`config.mk`:
```
export PLATFORM = sky130hd
export DESIGN_NAME = lcd_pattern_gen
export DESIGN_NICKNAME = d
export VERILOG_FILES = /design/src/rtl/lcd_pkg.sv /design/src/rtl/lcd_pattern_pix.sv /design/src/rtl/lcd_pattern_gen.sv
export SDC_FILE = /design/constraint.sdc
export NUM_CORES = 1
export LEC_CHECK = 0
export BUFFER_PORTS_ARGS = -buffer_cell sky130_fd_sc_hd__buf_4
export CAP_MARGIN = 20
export CELL_PAD_IN_SITES_DETAIL_PLACEMENT = 1
export CELL_PAD_IN_SITES_GLOBAL_PLACEMENT = 1
export CORE_ASPECT_RATIO = 1.5
export CORE_UTILIZATION = 25
export CTS_CLUSTER_SIZE = 24
export DETAILED_ROUTE_END_ITERATION = 8
export PLACE_DENSITY = 0.48
export SLEW_MARGIN = 10
export SYNTH_ARGS = -nofsm -noshare
export SYNTH_HDL_FRONTEND = slang
export SYNTH_SLANG_ARGS = --single-unit
export TNS_END_PERCENT = 5
```
`constraint.sdc`:
```
create_clock -name clk -period 5.6 [get_ports clk]
set_clock_uncertainty 0.05 [all_clocks]
set_input_delay 0.28 -clock clk [delete_from_list [all_inputs] [get_ports clk]]
set_output_delay 0.28 -clock clk [all_outputs]
set_load 0.02 [all_outputs]
```
`src/rtl/lcd_pkg.sv`:
```
// Shared definitions for the LCD path: ILI9341 opcodes, pattern sequencer states
// and the colour-bar palette.
package lcd_pkg;

    localparam logic [7:0] CMD_CASET = 8'h2A;
    localparam logic [7:0] CMD_PASET = 8'h2B;
    localparam logic [7:0] CMD_RAMWR = 8'h2C;

    typedef enum logic [3:0] {
        ST_IDLE,
        ST_CASET_C,
        ST_CASET_D,
        ST_PASET_C,
        ST_PASET_D,
        ST_RAMWR_C,
        ST_PIX_HI,
        ST_PIX_LO,
        ST_DONE
    } state_t;

    localparam logic [15:0] BAR_COLOURS [8] = '{
        16'hFFFF, 16'hFFE0, 16'h07FF, 16'h07E0,
        16'hF81F, 16'hF800, 16'h001F, 16'h0000
    };

    // Window argument bytes: start address is always 0, then the end address MSB first.
    function automatic logic [7:0] window_byte(input logic [15:0] last, input logic [1:0] idx);
        case (idx)
            2'd2:    return last[15:8];
            2'd3:    return last[7:0];
            default: return 8'h00;
        endcase
    endfunction

endpackage

```
`src/rtl/lcd_pattern_pix.sv`:
```
// Pixel raster walker: in-bar x, bar and line counters plus colour selection.
module lcd_pattern_pix
    import lcd_pkg::*;
#(
    parameter int V_RES = 240,
    parameter int BAR_W = 40
) (
    input  logic        clk,
    input  logic        rst,
    input  logic        adv,
    input  logic        clr,
    input  logic [2:0]  ofs,
    input  logic        mode,
    input  logic [15:0] colour,
    output logic [15:0] pixel,
    output logic        last
);

    localparam int XW = (BAR_W > 1) ? $clog2(BAR_W) : 1;
    localparam int YW = (V_RES > 1) ? $clog2(V_RES) : 1;
    localparam logic [XW-1:0] X_END = XW'(BAR_W - 1);
    localparam logic [YW-1:0] Y_END = YW'(V_RES - 1);

    logic [XW-1:0] x_cnt;
    logic [2:0]    bar_cnt;
    logic [YW-1:0] y_cnt;
    logic [2:0]    bar;

    always_ff @(posedge clk or negedge rst) begin
        if (!rst) begin
            x_cnt   <= '0;
            bar_cnt <= '0;
            y_cnt   <= '0;
        end else if (clr) begin
            x_cnt   <= '0;
            bar_cnt <= '0;
            y_cnt   <= '0;
        end else if (adv) begin
            if (x_cnt == X_END) begin
                x_cnt   <= '0;
                bar_cnt <= bar_cnt + 3'd1;
                if (bar_cnt == 3'd7) begin
                    y_cnt <= (y_cnt == Y_END) ? '0 : y_cnt + YW'(1);
                end
            end else begin
                x_cnt <= x_cnt + XW'(1);
            end
        end
    end

    // Eight bars span exactly one line, so the 3-bit sum wraps as the mod-8 rotation.
    assign bar   = bar_cnt + ofs;
    assign pixel = mode ? colour : BAR_COLOURS[bar];
    assign last  = (bar_cnt == 3'd7) && (x_cnt == X_END) && (y_cnt == Y_END);

endmodule

```
`src/rtl/lcd_pattern_gen.sv`:
```
// Self-test frame source: on frame mark, streams the ILI9341 window setup, RAMWR
// and a full RGB565 frame onto the PHY byte interface.
module lcd_pattern_gen
    import lcd_pkg::*;
#(
    parameter int H_RES = 320,
    parameter int V_RES = 240,
    parameter int BAR_W = 40
) (
    input  logic        clk,
    input  logic        rst,
    input  logic        enable,
    input  logic        mode,
    input  logic        scroll,
    input  logic [15:0] colour,
    output logic [7:0]  phy_data,
    output logic        phy_rs,
    output logic        phy_valid,
    input  logic        phy_ready,
    input  logic        phy_fmark_stb,
    output logic        busy,
    output logic        frame_done
);

    localparam logic [15:0] H_END = 16'(H_RES - 1);
    localparam logic [15:0] V_END = 16'(V_RES - 1);

    state_t      state, state_n;
    logic [1:0]  idx, idx_n;
    logic [2:0]  frame_cnt;
    logic        mode_q, scroll_q, last_q;
    logic [15:0] colour_q;
    logic        valid_n, rs_n, start, adv, xfer;
    logic [7:0]  data_n;
    logic [2:0]  ofs;
    logic [15:0] pixel;
    logic        pix_last;

    assign xfer = phy_valid & phy_ready;
    assign ofs  = scroll_q ? frame_cnt : '0;

    lcd_pattern_pix #(
        .V_RES (V_RES),
        .BAR_W (BAR_W)
    ) u_pix (
        .clk    (clk),
        .rst    (rst),
        .adv    (adv),
        .clr    (start),
        .ofs    (ofs),
        .mode   (mode_q),
        .colour (colour_q),
        .pixel  (pixel),
        .last   (pix_last)
    );

    // State describes the byte sitting in the output register; each transfer loads
    // the following byte in the same cycle so the stream has no bubbles.
    always_comb begin
        state_n = state;
        idx_n   = idx;
        valid_n = phy_valid;
        data_n  = phy_data;
        rs_n    = phy_rs;
        start   = 1'b0;
        adv     = 1'b0;
        unique case (state)
            ST_IDLE: if (phy_fmark_stb && enable) begin
                state_n = ST_CASET_C;
                valid_n = 1'b1;
                data_n  = CMD_CASET;
                rs_n    = 1'b0;
                start   = 1'b1;
            end
            ST_CASET_C: if (xfer) begin
                state_n = ST_CASET_D;
                idx_n   = '0;
                data_n  = window_byte(H_END, 2'd0);
                rs_n    = 1'b1;
            end
            ST_CASET_D: if (xfer) begin
                if (idx == 2'd3) begin
                    state_n = ST_PASET_C;
                    data_n  = CMD_PASET;
                    rs_n    = 1'b0;
                end else begin
                    idx_n  = idx + 2'd1;
                    data_n = window_byte(H_END, idx + 2'd1);
                end
            end
            ST_PASET_C: if (xfer) begin
                state_n = ST_PASET_D;
                idx_n   = '0;
                data_n  = window_byte(V_END, 2'd0);
                rs_n    = 1'b1;
            end
            ST_PASET_D: if (xfer) begin
                if (idx == 2'd3) begin
                    state_n = ST_RAMWR_C;
                    data_n  = CMD_RAMWR;
                    rs_n    = 1'b0;
                end else begin
                    idx_n  = idx + 2'd1;
                    data_n = window_byte(V_END, idx + 2'd1);
                end
            end
            ST_RAMWR_C: if (xfer) begin
                state_n = ST_PIX_HI;
                data_n  = pixel[15:8];
                rs_n    = 1'b1;
            end
            // The raster advances as the low byte is loaded; last_q remembers
            // whether the pixel now on the bus was the final one.
            ST_PIX_HI: if (xfer) begin
                state_n = ST_PIX_LO;
                data_n  = pixel[7:0];
                adv     = 1'b1;
            end
            ST_PIX_LO: if (xfer) begin
                if (last_q) begin
                    state_n = ST_DONE;
                    valid_n = 1'b0;
                    data_n  = '0;
                    rs_n    = 1'b0;
                end else begin
                    state_n = ST_PIX_HI;
                    data_n  = pixel[15:8];
                end
            end
            ST_DONE: state_n = ST_IDLE;
            default: begin
                state_n = ST_IDLE;
                valid_n = 1'b0;
            end
        endcase
    end

    always_ff @(posedge clk or negedge rst) begin
        if (!rst) begin
            state      <= ST_IDLE;
            idx        <= '0;
            frame_cnt  <= '0;
            mode_q     <= 1'b0;
            scroll_q   <= 1'b0;
            colour_q   <= '0;
            last_q     <= 1'b0;
            phy_valid  <= 1'b0;
            phy_data   <= '0;
            phy_rs     <= 1'b0;
            busy       <= 1'b0;
            frame_done <= 1'b0;
        end else begin
            state      <= state_n;
            idx        <= idx_n;
            phy_valid  <= valid_n;
            phy_data   <= data_n;
            phy_rs     <= rs_n;
            busy       <= (state_n != ST_IDLE);
            frame_done <= (state_n == ST_DONE);
            if (start) begin
                mode_q   <= mode;
                scroll_q <= scroll;
                colour_q <= colour;
                last_q   <= 1'b0;
            end else if (adv) begin
                last_q <= pix_last;
            end
            if (state == ST_DONE) begin
                frame_cnt <= frame_cnt + 3'd1;
            end
        end
    end

endmodule

```
==> reports/qor.yml <==
route:
  first_pass_iters: 4
  routed.top_layer: "met4"
  wl_met1_um: 3530
  vias: 2529
  first_iter_violations: 101
  avgViaCountPerCell: 4.86
  route.met2.wl_um: 4610
  totalWireLength_um: 8620
  drc_errors: 0
  met3_length_um: 240
  ant_nets: 0
  wire_per_inst_um: 16.6
timing:
  rsz0062_at_grt: "false"
  period_share_pct: 51.2
  finalSetupViolations: 0
  worst_slew_pin_slew_ps: 838
  hold_viol: 23
  setup_tns_ps: 0
  drv_slew: 0
  whs_ps: -54.2
  min_period_ps: 2870
  clock.fmax_mhz: 349
  maxSlewHeadroom_pct: 44.0
placed_design:
  port_buffers: 34
  hpwl_um: 6290
  gp_congestion: 0.722
clocking:
  h-tree-depth: 3
  post_cts_buffers: 0
  ctsHoldBuffers: 0
  ctsResizeCount: 0
  cts_buffers: 9
  clk-insertion-delay-late_ps: 330
  clk_pin_slew_ps: 60
  clock-root-buffer: "clkbuf_16"
  cts.sinks: 57
  cts_tree: "built"
  clk_path_buf_depth: 2
floorplanning:
  die_height_um: 138
  dieArea_mm2: 0.0127
  fp.coreArea_mm2: 0.0120
  placementRows: 49
  start_util_pct: 25.7
  die_w_um: 92.5
  io_pins: 35
yosys:
  seq_area_frac_synth_pct: 46.4
  netlist_area_mm2: 0.00307
  synth_top_area_share_pct: 46.4
  synth_nets: 364
  yosysUniqueCellTypes: 58
  synthTopCellsByCount: "75 x nand2_1, 57 x dfrtp_1, 25 x nor2_1"
  ys_ff_latch: 57
  ys_warn_count: 0
  synth_most_common_cell: "nand2_1"
  synth-async-reset-ratio_pct: 100
  yosysTopAreaCell: "dfrtp_1"
  synth_ff_type: "dfrtp_1"
  syn_area_per_cell_um2: 9.31
  netlist_top_cells_area: "dfrtp_1 46%, nand2_1 9.2%, ha_1 4.1%, nor2_1 3.1%, a21oi_1 2.4%"
  synth_edf_count: 0
  syn_inst: 330
setup_path:
  cp-end-kind: "flop"
  setup.worst_path.class: "flop to flop"
  start_kind: "flop"
  cp.arrival_ps: 3030
  path_max_fanout: 19
  required_ps: 5760
run:
  cap_violations: 0
power:
  power.switching_uw: 212
  clkPwrFrac_pct: 53.5
  switching_share_pct: 22.8
  intPower_uw: 718
  p_per_area_mw_per_mm2: 250
  p_leak_uw: 0.00183
  ir_drop_mv: 0.154
  share_seq_of_total_power_pct: 44.3
  pwr-share-comb_pct: 2.2
global_route:
  grt_pass1_vias: 2615
  antenna_found_initial: 0
  grt_overflow: 0
  track_usage_pct: 14.8
  grt_max_degree: 58
  grt_pass1_wl_um: 14000
cells_and_area:
  fin_nets: 396
  antenna_cells: 0
  num-fill-cells: 1396
  area_growth_pct: 21.1
  drive_above_1_share_pct: 16.6
status:
  status: "finished, violations left"
  failed_checks: "negative hold slack"
min_path:
  hold_class: "input pin to async pin"
-- power by group through the flow --
stage                     registers, µW  logic [µW]  clock network, µW
after global routing                412        22.9                529
after global placement              419        21.3                  0
after floorplan                     420       0.163                  0
final                               412        20.3                497
after detailed placement            419        21.3                  0
after CTS                           412        21.3                512
-- flip-flops by register name, summed over array words and instances, names as in the netlist --
signal / count
colour_q: 16
phy_data: 8
u_pix.y_cnt: 8
u_pix.x_cnt: 6
state: 4
frame_cnt: 3
u_pix.bar_cnt: 3
idx: 2
busy: 1
frame_done: 1
last_q: 1
mode_q: 1
phy_rs: 1
phy_valid: 1
scroll_q: 1
-- path summary, 6_finish.rpt --
check	from	to	slack (ps)	depth (start not counted)
max in group asynchronous	rst	state[3]	4980	1
min reg2reg	colour_q[6]	colour_q[6]	430	2
min in group clk	colour[7]	colour_q[7]	90	3
max	state[2]	phy_data[4]	2730	5
min	rst	u_pix.y_cnt[1]	-50	1
max reg2reg	state[2]	phy_data[4]	2730	5
-- layer usage --
layer | up-vias | global-route usage [%]
met1 | 1263 | 16.2
li1 | 1221 | -
met4 | 0 | 7.29
met3 | 14 | 3.75
met2 | 31 | 26.3
met5 | - | 0
-- metrics by stage --
| step | power (µW) | cell area (µm²) | instances | worst slack, ps | util, % |
|---|---|---|---|---|---|
| floorplan | 420 | 3070 | 330 | 3340 | - |
| global placement | 441 | 3460 | 504 | 2810 | 28.9 |
| detailed placement | 441 | 3460 | 504 | 2680 | 28.9 |
| CTS | 946 | 3720 | 520 | 2690 | 31.1 |
| global route | 964 | 3720 | 520 | 2400 | 31.1 |
| finish | 930 | 3720 | 520 | 2730 | 31.1 |
-- worst max-delay path, cell delays in order (launching register included) --
cell	delay (ps)
dfrtp_1	680
nor2_1	190
nand4_1	650
o211ai_1	330
o21ai_2	470
mux2_2	380
-- cells in the final DEF (no fill, tap or decap), drive strengths merged, types with 3 or more instances in the layout --
master / count
ha: 10
nor2b: 3
inv: 12
o21ai: 12
a22o: 8
nor2: 25
a31oi: 3
nand4b: 3
a211o: 3
clkinv: 4
mux2i: 5
a21oi: 15
xnor2: 4
and3b: 3
nand4: 3
xor2: 4
and3: 4
and4: 4
buf: 35
o21a: 3
clkbuf: 10
nor3: 6
nand3: 8
mux2: 5
nand2: 75
or3: 3
and2: 4
o211ai: 3
dfrtp: 57
-- cell families (layout without fill, tap and decap cells) --
kind of cell	count (synthesis)	in the layout	synth area share (%)
flip-flops	57	57	46.4
XOR/XNOR	8	8	2.28
buffers and inverters	26	63	3.75
multiplexers	10	10	3.46
AO/OA/AOI/OAI	67	67	15.2
adder cells (fa/ha/maj)	11	11	4.72
AND/OR/NAND/NOR	151	151	24.1
-- final cells by class --
cell class / instances / area (µm²) / area share [%]
well taps: 153 / 191 / 5.14
inverters: 12 / 45.0 / 1.21
clock buffers: 10 / 229 / 6.15
flip-flops and latches: 57 / 1430 / 38.3
multi-input cells: 247 / 1530 / 41.2
repair buffers: 35 / 263 / 7.06
clock inverters: 6 / 35.0 / 0.941
No activity file was read; power rests on OpenSTA's default activity.
